$ cat src/rtl/fpu_pkg.sv
// Shared FPU definitions for the normalizer datapath.
//   DEF_MANT_W : default mantissa width, hidden bit included (MSB)
//   DEF_EXP_W  : default biased exponent width
//   DEF_SH_W   : default shift-amount width (2**DEF_SH_W > DEF_MANT_W)
//   norm_state_t : normalizer FSM states
package fpu_pkg;

  localparam int DEF_MANT_W = 24;
  localparam int DEF_EXP_W  = 8;
  localparam int DEF_SH_W   = 5;

  typedef enum logic [1:0] {
    IDLE  = 2'd0,
    SHIFT = 2'd1,
    DONE  = 2'd2
  } norm_state_t;

endpackage

$ cat src/rtl/fract_normalizer_if.sv
// Valid/ready operand and result bus of the fraction normalizer.
//   in_valid/in_ready   : operand handshake (in_mant, in_exp)
//   out_valid/out_ready : result handshake (out_mant, out_exp, out_shamt, out_zero)
// master = producer/consumer side (add/sub stage + rounding stage), slave = normalizer.
interface fract_normalizer_if #(
  parameter int MANT_W = fpu_pkg::DEF_MANT_W,
  parameter int EXP_W  = fpu_pkg::DEF_EXP_W,
  parameter int SH_W   = fpu_pkg::DEF_SH_W
);

  logic              in_valid;
  logic              in_ready;
  logic [MANT_W-1:0] in_mant;
  logic [EXP_W-1:0]  in_exp;
  logic              out_valid;
  logic              out_ready;
  logic [MANT_W-1:0] out_mant;
  logic [EXP_W-1:0]  out_exp;
  logic [SH_W-1:0]   out_shamt;
  logic              out_zero;

  modport master (
    output in_valid, in_mant, in_exp, out_ready,
    input  in_ready, out_valid, out_mant, out_exp, out_shamt, out_zero
  );

  modport slave (
    input  in_valid, in_mant, in_exp, out_ready,
    output in_ready, out_valid, out_mant, out_exp, out_shamt, out_zero
  );

endinterface

$ cat src/rtl/lzc4.sv
// Combinational 4-bit leading-zero counter.
//   nib   : input nibble, bit 3 is the most significant
//   count : number of leading zeros, 0..4 (4 means nibble is zero)
module lzc4 (
  input  logic [3:0] nib,
  output logic [2:0] count
);

  always_comb begin
    casez (nib)
      4'b1???: count = 3'd0;
      4'b01??: count = 3'd1;
      4'b001?: count = 3'd2;
      4'b0001: count = 3'd3;
      default: count = 3'd4;
    endcase
  end

endmodule

$ cat src/rtl/fract_normalizer.sv
// Iterative left-normalizer: shifts the mantissa left by up to 4 bits per
// cycle until the hidden bit is set or the exponent would drop below 1.
//   clk, rst_n : clock, asynchronous active-low reset
//   bus        : slave side of fract_normalizer_if (operand in, result out)
// The mant/exp/shamt/zero registers are the result registers; they are only
// meaningful while out_valid is high.
module fract_normalizer
  import fpu_pkg::*;
#(
  parameter int MANT_W = DEF_MANT_W,
  parameter int EXP_W  = DEF_EXP_W,
  parameter int SH_W   = DEF_SH_W
) (
  input  logic               clk,
  input  logic               rst_n,
  fract_normalizer_if.slave  bus
);

  norm_state_t       state_q, state_d;
  logic [MANT_W-1:0] mant_q;
  logic [EXP_W-1:0]  exp_q;
  logic [SH_W-1:0]   shamt_q;
  logic              zero_q;

  logic [2:0]       lz;
  logic [EXP_W-1:0] lim;
  logic             floor_hit;
  logic [2:0]       step;
  logic             accept;

  lzc4 u_lzc4 (
    .nib   (mant_q[MANT_W-1 -: 4]),
    .count (lz)
  );

  // lim is the largest shift that keeps the exponent >= 1. In SHIFT the
  // exponent is always >= 1, so lim never underflows.
  assign lim       = exp_q - EXP_W'(1);
  assign floor_hit = lim < EXP_W'(lz);
  assign step      = floor_hit ? lim[2:0] : lz;
  assign accept    = (state_q == IDLE) && bus.in_valid;

  // NOTE: sequential state uses non-blocking assignments so every register
  // samples the pre-edge values regardless of process ordering.
  always_ff @(posedge clk or negedge rst_n) begin
    if (!rst_n) state_q <= IDLE;
    else        state_q <= state_d;
  end

  // NOTE: state_d gets a default before the case so no path leaves it
  // unassigned, which would otherwise infer a latch.
  always_comb begin
    state_d = state_q;
    case (state_q)
      IDLE: begin
        if (bus.in_valid) begin
          if (bus.in_mant == '0 || bus.in_exp == '0) state_d = DONE;
          else                                         state_d = SHIFT;
        end
      end
      SHIFT: begin
        // Only a full nibble of zeros without hitting the floor needs another pass.
        if (lz == 3'd4 && !floor_hit) state_d = SHIFT;
        else                          state_d = DONE;
      end
      DONE: begin
        if (bus.out_ready) state_d = IDLE;
      end
      default: state_d = IDLE;
    endcase
  end

  always_comb begin
    bus.in_ready  = (state_q == IDLE);
    bus.out_valid = (state_q == DONE);
    bus.out_mant  = mant_q;
    bus.out_exp   = exp_q;
    bus.out_shamt = shamt_q;
    bus.out_zero  = zero_q;
  end

  always_ff @(posedge clk or negedge rst_n) begin
    if (!rst_n) begin
      mant_q  <= '0;
      exp_q   <= '0;
      shamt_q <= '0;
      zero_q  <= 1'b0;
    end else if (accept) begin
      shamt_q <= '0;
      if (bus.in_mant == '0) begin
        mant_q <= '0;
        exp_q  <= '0;
        zero_q <= 1'b1;
      end else begin
        mant_q <= bus.in_mant;
        exp_q  <= bus.in_exp;
        zero_q <= 1'b0;
      end
    end else if (state_q == SHIFT) begin
      mant_q  <= mant_q << step;
      shamt_q <= shamt_q + SH_W'(step);
      // Running out of exponent leaves the value denormal: encode exp as 0.
      exp_q   <= floor_hit ? '0 : exp_q - EXP_W'(step);
    end
  end

endmodule
$ cat src/flat_wrapper.sv
// flat-port wrapper written by rule: the top's interface ports become plain ports
module fract_normalizer_flat import fpu_pkg::*;
#(
  parameter int MANT_W = DEF_MANT_W,
  parameter int EXP_W  = DEF_EXP_W,
  parameter int SH_W   = DEF_SH_W
)
  (clk, rst_n, bus_in_valid, bus_in_mant, bus_in_exp, bus_out_ready, bus_in_ready, bus_out_valid, bus_out_mant, bus_out_exp, bus_out_shamt, bus_out_zero);
  fract_normalizer_if #(.MANT_W(MANT_W), .EXP_W(EXP_W), .SH_W(SH_W)) bus_i ();
  input  logic clk;
  input  logic rst_n;
  input wire logic [$bits(bus_i.in_valid)-1:0] bus_in_valid;
  input wire logic [$bits(bus_i.in_mant)-1:0] bus_in_mant;
  input wire logic [$bits(bus_i.in_exp)-1:0] bus_in_exp;
  input wire logic [$bits(bus_i.out_ready)-1:0] bus_out_ready;
  output wire logic [$bits(bus_i.in_ready)-1:0] bus_in_ready;
  output wire logic [$bits(bus_i.out_valid)-1:0] bus_out_valid;
  output wire logic [$bits(bus_i.out_mant)-1:0] bus_out_mant;
  output wire logic [$bits(bus_i.out_exp)-1:0] bus_out_exp;
  output wire logic [$bits(bus_i.out_shamt)-1:0] bus_out_shamt;
  output wire logic [$bits(bus_i.out_zero)-1:0] bus_out_zero;
  assign bus_i.in_valid = bus_in_valid;
  assign bus_i.in_mant = bus_in_mant;
  assign bus_i.in_exp = bus_in_exp;
  assign bus_i.out_ready = bus_out_ready;
  assign bus_in_ready = bus_i.in_ready;
  assign bus_out_valid = bus_i.out_valid;
  assign bus_out_mant = bus_i.out_mant;
  assign bus_out_exp = bus_i.out_exp;
  assign bus_out_shamt = bus_i.out_shamt;
  assign bus_out_zero = bus_i.out_zero;
  fract_normalizer #(.MANT_W(MANT_W), .EXP_W(EXP_W), .SH_W(SH_W)) u_core (.clk(clk), .rst_n(rst_n), .bus(bus_i));
endmodule
$ cat config.mk
export PLATFORM = sky130hd
export DESIGN_NAME = fract_normalizer_flat
export DESIGN_NICKNAME = d
export VERILOG_FILES = /design/src/rtl/fpu_pkg.sv /design/src/rtl/fract_normalizer_if.sv /design/src/rtl/lzc4.sv /design/src/rtl/fract_normalizer.sv /design/src/flat_wrapper.sv
export SDC_FILE = /design/constraint.sdc
export NUM_CORES = 1
export LEC_CHECK = 0
export CORE_ASPECT_RATIO = 1.2
export CORE_MARGIN = 10
export CORE_UTILIZATION = 39
export CTS_CLUSTER_SIZE = 12
export DETAILED_ROUTE_END_ITERATION = 7
export GPL_TIMING_DRIVEN = 1
export PLACE_DENSITY_LB_ADDON = 0.15
export SLEW_MARGIN = 20
export SYNTH_ARGS = -nofsm -noshare
export SYNTH_HDL_FRONTEND = slang
export SYNTH_SLANG_ARGS = --single-unit
$ cat constraint.sdc
create_clock -name clk -period 3.5 [get_ports clk]
set_input_delay 0.525 -clock clk [delete_from_list [all_inputs] [get_ports clk]]
set_output_delay 0.525 -clock clk [all_outputs]
set_load 0.005 [all_outputs]
# Yosys cells after proc, flatten, opt, wreduce, memory -nomap -nowiden
# Index checks and enable logic that the tools add are counted.
# word_totals
ff_bits	40
latch_bits	0
mem_bits_rw	0
mem_bits_ro	0
inputBits	36
wordCells	44
memories	0
# op_classes
add_sub_neg	3
mul	0
div_mod_pow	0
magnitude_cmp	1
n_eq_ne	8
shifts	1
muxes	17
bitwise_logic	0
reduce_logical	9
# op_table
op	n
$mux W24	3
$mux W8	4
$logic_not A24 Y1	1
$shl A24 B3 Y24	1
$pmux W3 S4	1
$mux W5	2
$logic_not A8 Y1	1
$lt A8 B3 Y1	1
$mux W2	4
$sub A8 B1 Y8 const B	1
$sub A8 B3 Y8	1
$pmux W2 S3	1
$add A5 B3 Y5	1
$eq A2 B1 Y1 const B	2
$eq A4 B1 Y1 const B	1
$ne A2 B2 Y1 const B	2
$eq A3 B1 Y1 const B	1
$eq A3 B3 Y1 const B	1
$mux W3	1
$eq A2 B2 Y1 const B	1
$logic_and A1 B1 Y1	2
$logic_not A2 Y1	1
$reduce_and A2 Y1	1
$reduce_bool A2 Y1	1
other kinds (3)	3

# Depth between registers and ports, before layout
# Gate-level depths: netlist of run 1.
# logic_depth
word_depth	8
mapped_depth	20
ltp_nobuf	17

# Cells and area by module
# A second synthesis of run 1 with hierarchy kept.
# unflattened
cells_unflattened	404
area_unflattened_um2	3499.6
# modules_own_cells
module	n_inst	cells_each	area_per_inst_um2	seq_area_each_um2
fract_normalizer	1	398	3463.3	1001.0
lzc4	1	6	36.3	0.0

# Worst setup path after synthesis of run 1
# Ideal clock, no wire load.
# synth_timing
kind	register -> register
start	register u_core.exp_q[0] (netlist: u_core.bus.out_exp[0])
end	register u_core.exp_q[5] (netlist: u_core.bus.out_exp[5])
arrival_ns	3.542
slack_ns	-0.177
path_stages_with_launch	21
path_buffers	3
path_cell_list	dfrtp_1 inv_1 ha_1 xor2_1 ha_1 or2_2 a221oi_2 and2_1 buf_4 a21o_1 inv_1 buf_2 buf_2 ha_1 a21o_1 inv_1 nor2_1 o21ai_0 a21oi_1 o21ai_0 o21ai_0
# synth_between
elab_chain_len	7
# synth_lines
item	line	source
start, declared	fract_normalizer.sv:21	logic [EXP_W-1:0] exp_q;
start signal, assigned	fract_normalizer.sv:96	exp_q <= bus.in_exp;
start signal, assigned	fract_normalizer.sv:103	exp_q <= floor_hit ? '0 : exp_q - EXP_W'(step);
$sub A8 B1 Y8	fract_normalizer.sv:38	assign lim = exp_q - EXP_W'(1);
$lt A8 B3 Y1	fract_normalizer.sv:39	assign floor_hit = lim < EXP_W'(lz);
$mux W3	fract_normalizer.sv:40	assign step = floor_hit ? lim[2:0] : lz;
$sub A8 B3 Y8	fract_normalizer.sv:103	
$mux W8 *	fract_normalizer.sv:103	
$mux W8 *	fract_normalizer.sv:99	end else if (state_q == SHIFT) begin
$mux W8 *	fract_normalizer.sv:88	end else if (accept) begin
# Mark *: on every way between the ends. The rest lies on a longest branch, timed or not. The select of a mux whose other input is x is not followed.
# A chain may end at the register's enable or synchronous reset.

# Worst setup path in the final report of run 1
# layout_timing
start	register u_core.exp_q[0] (netlist: u_core.bus.out_exp[0])
end	register u_core.mant_q[20] (netlist: u_core.bus.out_mant[20])
# layout_between
elab_chain_len	6
# layout_lines
item	line	source
$sub A8 B1 Y8 *	fract_normalizer.sv:38	
$lt A8 B3 Y1	fract_normalizer.sv:39	
$mux W3 *	fract_normalizer.sv:40	
$shl A24 B3 Y24 *	fract_normalizer.sv:100	mant_q <= mant_q << step;
$mux W24 *	fract_normalizer.sv:99	
$mux W24 *	fract_normalizer.sv:88	
end signal, assigned	fract_normalizer.sv:95	mant_q <= bus.in_mant;
end signal, assigned	fract_normalizer.sv:100	
end, declared	fract_normalizer.sv:20	logic [MANT_W-1:0] mant_q;
# Marks and branches as above.

==> results of run 1 <==
[through the flow]
step	hold WS [ns]	power, mW	area [sq um]	setup slack [ns]
CTS	0.405	4.04	4110	0.0687
floorplan	0.229	2.69	3160	0.0157
finish	0.368	4.08	4130	0.182
detailed placement	0.474	3.69	4020	0.0906
global route	0.441	4.44	4130	-0.0186
global placement	0.464	3.66	4020	0.189
[layer usage]
metal	GRT usage, %	wire [um]
met5	0	0
met3	3.44	708
met2	27.6	5040
met1	22.7	4590
met4	5.74	180
[cell families after synthesis]
family,Yosys count,synth area share (%)
AND/OR/NAND/NOR,132,19.3
AO/OA/AOI/OAI,116,24.4
buffers and inverters,40,6.30
flip-flops,40,31.9
multiplexers,35,11.7
adder cells (fa/ha/maj),13,5.50
XOR/XNOR,3,0.838
[power by group through the flow]
stage | clock [mW] | combinational [mW] | sequential [mW]
floorplan | 0 | 1.79 | 0.892
global placement | 0 | 2.75 | 0.911
detailed placement | 0 | 2.78 | 0.917
CTS | 0.336 | 2.80 | 0.909
global route | 0.356 | 3.14 | 0.945
finish | 0.331 | 2.84 | 0.910
[cell type report]
cell class / instances / area share [%]
clock buffer: 8 / 2.18
inverter: 13 / 1.18
tap: 92 / 2.79
multi-input combinational: 299 / 47.9
timing repair buffer: 95 / 21.7
sequential: 40 / 24.2
[synthesized netlist by cell type (all sizes together) (5+ instances only)]
| library cell | instances |
|---|---|
| a32oi | 5 |
| nor3 | 10 |
| nand3 | 8 |
| a221oi | 16 |
| mux2i | 32 |
| a31oi | 8 |
| dfrtp | 40 |
| a21o | 5 |
| nor4 | 10 |
| ha | 9 |
| inv | 13 |
| buf | 12 |
| nand2 | 40 |
| clkbuf | 15 |
| o21ai | 23 |
| nor2 | 43 |
| a21oi | 33 |
| o211ai | 5 |
[critical path: cells and delay by family, from the launching register on]
| kind | cells | cell delay, ns |
|---|---|---|
| buffers and inverters | 4 | 0.56 |
| and+or+nand+nor | 2 | 0.62 |
| DFF | 1 | 0.40 |
| adders and majority gates | 2 | 0.48 |
| AOI/OAI and AO/OA | 4 | 1.18 |
[worst max-delay path by stage]
stage,from,end,cells past startpoint
finish,u_core.bus.out_exp[0],u_core.bus.out_mant[20],12
CTS,u_core.bus.out_exp[0],u_core.bus.out_exp[5],17
detailed placement,u_core.bus.out_exp[0],u_core.bus.out_exp[5],17
floorplan,u_core.bus.out_exp[0],u_core.bus.out_exp[5],20
global placement,u_core.bus.out_exp[0],u_core.bus.out_exp[5],17
global route,u_core.bus.out_exp[0],u_core.bus.out_exp[3],17
[sequential cells by signal, indices dropped and copies added (netlist names)]
| signal | count |
|---|---|
| u_core.state_q | 2 |
| u_core.bus.out_exp | 8 |
| u_core.bus.out_shamt | 5 |
| u_core.bus.out_mant | 24 |
| u_core.bus.out_zero | 1 |
[what timing repair did]
action	4_1_cts	5_1_grt
gates resized for setup	0	8
setup endpoints to repair	0	7
setup buffers	0	0
==> run_results.csv, run 1 <==
group,metric,value,unit
run_status,status,"finished clean",
finish,fillers,759,
worst_setup_path,cp_common_cell,"buf_4",
floorplanning,num_rows,35,
power,combPwrFrac,69.6,%
synthesis,synth_flop_cell,"dfrtp_1",
finish,ff_latch_area,0.00100,sq mm
clock_tree,cts_hold_buf,0,
finish,layout.nets,501,
worst_setup_path,rr_worst_depth,12,
placed_design,dpl.cell_count,539,
drt,initialDrtViolationCount,213,
power,switching_share,47.4,%
worst_setup_path,reg2reg_to,"u_core.bus.out_mant[20]",
grt,grt_pass1_wl,17300,um
grt,grt-ovfl-total,0,
power,power.density,987,mW/mm^2
clock_tree,h-tree-depth,2,
timing,slew_viol_final,0,
synthesis,synthCells,379,
worst_setup_path,cp.arrival,3.53,ns
power,intPower,2.14,mW
run,drv_cap,0,
drt,route.vias.total,3278,
drt,wl_per_cell,19.2,um
synthesis,synth_seq_cells,40,
worst_setup_path,end_kind,"flop",
timing,tns,0,ns
synthesis,yosys.area.top_type,"dfrtp_1",
floorplanning,pin_count,76,
synthesis,yosysSeqAreaShare,31.9,%
placed_design,hpwlAfterDp,7880,um
finish,syn2layout_area_growth,31.7,%
worst_setup_path,worstPathMaxFanout,16,
finish,multi_input_area,0.00198,sq mm
floorplanning,dieArea,0.0120,sq mm
clock_tree,clock_path_buffers,2,
timing,setup_violations,0,
floorplanning,fp.coreArea,0.00775,sq mm
synthesis,async_reset_ff_share,100,%
clock_tree,cts_tree,"yes",
synthesis,synth.avg_cell_area,8.28,sq um
grt,track_usage,17.3,%
synthesis,synth.distinct_cells,55,
timing,period_share,94.8,%
synthesis,synth_top_area_share,31.9,%
synthesis,syn-num-nets,426,
timing,skew,0.00421,ns
power,power.clock.fraction,8.1,%
synthesis,netlist_area,0.00314,sq mm
placed_design,gp_routability_congestion,0.889,
worst_setup_path,critPathKind,"flop to flop",
clock_tree,clk_latency,0.29,ns
worst_hold_path,min_path_type,"primary input to async pin",
timing,relSlewSlack,37.9,%
worst_setup_path,r2r-start,"u_core.bus.out_exp[0]",
power,p_switching,1.93,mW
worst_setup_path,r2r_setup_slack,0.18,ns
clock_tree,cts-root-buf,"clkbuf_8",
floorplanning,dieWidth,102,um
clock_tree,cts_buffers,5,
clock_tree,cts.sinks,40,
timing,clock.fmax,301,MHz
grt,grt_pass1_vias,3298,
grt,grt_max_degree,41,
finish,stdcell_count,547,
clock_tree,clk_pin_slew,0.08,ns
worst_setup_path,critical_path_required,3.72,ns
worst_setup_path,startpoint_type,"flop",
finish,final_common_cell,"clkdlybuf4s50_1",
power,ir_drop,0.436,mV
placed_design,portBuffers,75,
floorplanning,die_h,118,um
drt,drt_pre_antenna_iters,5,
synthesis,yosys_warnings,0,
worst_setup_path,slowest_stage,"o41ai_1",
power,p_seq_share,22.3,%
finish,antenna_cells,0,
drt,vias_per_cell,5.99,
timing,hold_viol,0,
power,p_leak,1.63,nW
timing,tightest_slew,0.931,ns
worst_setup_path,slowest_delay,0.47,ns
drt,ant_nets,0,
floorplanning,initial_core_util,40.5,%
synthesis,synth_edf_count,0,
grt,antenna_found_initial,0,
worst_setup_path,crit_chain,"inv_2 -> ha_4 -> inv_1 -> ha_1 -> o41ai_1 -> buf_4 -> a21oi_1 -> a21o_2 -> nand2b_1 -> buf_4 -> or3_1 -> a31oi_1",
timing,fin_crit,3.32,ns
drt,drc_errors,0,
finish,final_util,53.3,%
finish,drive_gt1_share,9.45,%
finish,layout_common_cells,"74 x clkdlybuf4s50_1, 42 x nor2_1, 40 x nand2_1, 40 x dfrtp_1, 33 x a21oi_1",
drt,routed_wl,10500,um
synthesis,synth_area_leaders,"dfrtp_1 32%, mux2i_1 9.9%, a21oi_1 5.3%, nor2_1 5.1%, nand2_1 4.8%",
Note: power is estimated with default switching activity, not from simulation.
==> run 2, diff against run 1 <==
--- a/config.mk
+++ b/config.mk
@@ -5,6 +5,7 @@
 export SDC_FILE = /design/constraint.sdc
 export NUM_CORES = 1
 export LEC_CHECK = 0
+export CAP_MARGIN = 20
 export CORE_ASPECT_RATIO = 1.2
 export CORE_MARGIN = 10
 export CORE_UTILIZATION = 39
==> results of run 2 <==
Same layout as run 1: the final DEF is identical, and so are final timing and power.
==> run 3, diff against run 2 <==
--- a/config.mk
+++ b/config.mk
@@ -6,13 +6,14 @@
 export NUM_CORES = 1
 export LEC_CHECK = 0
 export CAP_MARGIN = 20
-export CORE_ASPECT_RATIO = 1.2
+export CORE_ASPECT_RATIO = 1.25
 export CORE_MARGIN = 10
 export CORE_UTILIZATION = 39
 export CTS_CLUSTER_SIZE = 12
 export DETAILED_ROUTE_END_ITERATION = 7
 export GPL_TIMING_DRIVEN = 1
 export PLACE_DENSITY_LB_ADDON = 0.15
+export SETUP_SLACK_MARGIN = 0.2
 export SLEW_MARGIN = 20
 export SYNTH_ARGS = -nofsm -noshare
 export SYNTH_HDL_FRONTEND = slang
==> run_results.csv, run 3 (synthesis gave the netlist of run 1 again) <==
group,metric,value,unit
run_status,status,"finished clean",
timing,fin_crit,3.33,ns
timing,tns,0,ns
floorplanning,fp.coreArea,0.00784,sq mm
finish,drive_gt1_share,14.3,%
worst_setup_path,critical_path_required,3.65,ns
worst_setup_path,cp.arrival,3.48,ns
worst_setup_path,r2r_setup_slack,0.17,ns
clock_tree,cts_buffers,5,
power,p_leak,1.68,nW
floorplanning,num_rows,36,
worst_hold_path,min_path_type,"primary input to async pin",
worst_setup_path,slowest_delay,0.45,ns
grt,grt_max_degree,41,
power,combPwrFrac,71.0,%
timing,rsz0062_at_grt,"yes",
clock_tree,clk_latency,0.29,ns
run,drv_cap,0,
clock_tree,cts_tree,"yes",
finish,syn2layout_area_growth,37.5,%
placed_design,hpwlAfterDp,7910,um
worst_setup_path,worstPathMaxFanout,4,
power,ir_drop,0.436,mV
power,power.density,1010,mW/mm^2
finish,fillers,771,
drt,drt_pre_antenna_iters,4,
worst_setup_path,slowest_stage,"or4b_1",
drt,drc_errors,0,
drt,routed_wl,10600,um
clock_tree,clock_path_buffers,2,
worst_setup_path,crit_chain,"buf_6 -> or4b_1 -> o32a_1 -> a221oi_4 -> and2_4 -> o31ai_4 -> buf_4 -> ha_4 -> fa_2 -> maj3_2 -> a32oi_1 -> o21ai_1",
worst_setup_path,path_buf_inv,2,
finish,final_area,0.00431,sq mm
power,power.clock.fraction,7.4,%
timing,relSlewSlack,34.9,%
power,p_seq_share,21.6,%
clock_tree,h-tree-depth,2,
drt,ant_nets,0,
floorplanning,pin_count,76,
grt,antenna_found_initial,0,
floorplanning,dieWidth,100,um
grt,grt-ovfl-total,0,
grt,grt_pass1_vias,3400,
drt,route.vias.total,3228,
worst_setup_path,startpoint_type,"flop",
timing,skew,0.00556,ns
drt,initialDrtViolationCount,289,
clock_tree,cts.sinks,40,
power,p_switching,2.01,mW
clock_tree,cts-root-buf,"clkbuf_8",
placed_design,place_area,0.00405,sq mm
grt,grt_pass1_wl,17500,um
drt,vias_per_cell,5.82,
worst_setup_path,cpLargestDelayFamily,"compound AO/OA/AOI/OAI gates",
power,p_total,4.35,mW
timing,hold_viol,0,
power,switching_share,46.3,%
clock_tree,cts_hold_buf,0,
clock_tree,clk_pin_slew,0.08,ns
placed_design,gp_routability_congestion,0.865,
floorplanning,dieArea,0.0121,sq mm
timing,slew_viol_final,0,
worst_setup_path,end_kind,"flop",
drt,wl_per_cell,19.1,um
worst_setup_path,critPathKind,"flop to flop",
placed_design,portBuffers,75,
finish,final_common_cell,"clkdlybuf4s50_1",
power,intPower,2.33,mW
finish,layout_common_cells,"74 x clkdlybuf4s50_1, 42 x nor2_1, 40 x nand2_1",
timing,clock.fmax,300,MHz
timing,tightest_slew,0.977,ns
timing,period_share,95.1,%
finish,antenna_cells,0,
finish,largest_reg_flops,24,
floorplanning,initial_core_util,40.0,%
grt,track_usage,17.4,%
timing,setup_violations,0,
timing,hold-worst-slack,0.388,ns
floorplanning,die_h,120,um
finish,layout.nets,506,
[run 3: cell count changes in the layout (fill, tap and decap cells not counted), moves of 4 or more]
cell | previous run | this run
ha_1 | 8 | 4
o21ai_0 | 18 | 14
o21ai_1 | 4 | 8
mux2i_1 | 31 | 27
mux2i_2 | 0 | 4
[run 3: repair_timing]
| item | in CTS | in global routing |
|---|---|---|
| gates cloned | 1 | 0 |
| setup endpoints to repair | 25 | 29 |
| endpoints found under the hold margin | 0 | 0 |
| gates resized for setup | 14 | 11 |
| buffers inserted | 4 | 2 |
| pin swaps | 11 | 10 |
[run 3: power groups by stage]
stage / logic, mW / clock network [mW] / registers [mW]
global route: 3.41 / 0.354 / 0.974
floorplan: 1.86 / 0 / 0.892
CTS: 2.98 / 0.333 / 0.926
detailed placement: 2.80 / 0 / 0.937
global placement: 2.76 / 0 / 0.935
finish: 3.09 / 0.323 / 0.938
[run 3: routing by layer]
metal | track usage, % | part of all wire, %
met5 | 0 | 0
met4 | 5.75 | 1.3
met3 | 3.65 | 6.7
met2 | 29.4 | 50
met1 | 21.3 | 42
[run 3: worst paths after layout]
kind                       cells after the start             startpoint                 endpoint
min in group clk                               2    u_core.bus.out_zero      u_core.bus.out_zero
setup reg to reg                              12  u_core.bus.out_exp[1]    u_core.bus.out_exp[6]
setup / recovery                              12  u_core.bus.out_exp[1]    u_core.bus.out_exp[6]
hold reg to reg                                2    u_core.bus.out_zero      u_core.bus.out_zero
max in group asynchronous                      1                  rst_n    u_core.bus.out_exp[1]
hold / removal                                 1                  rst_n  u_core.bus.out_shamt[3]
[run 3: final cells by class]
type / instances / area [sq um] / area share, %
tap: 95 / 119 / 2.76
inverter: 13 / 48.8 / 1.13
timing repair buffer: 100 / 986 / 22.9
clock buffer: 8 / 90.1 / 2.09
multi-input combinational: 299 / 2070 / 47.9
sequential: 40 / 1000 / 23.2
[run 3: metrics by stage]
stage | utilization, % | cells | setup slack [ns]
floorplan | - | 379 | 0.120
global placement | 51.7 | 540 | 0.0765
detailed placement | 51.7 | 540 | -0.0695
CTS | 54.2 | 553 | 0.202
global route | 55.0 | 555 | 0.0671
finish | 55.0 | 555 | 0.171
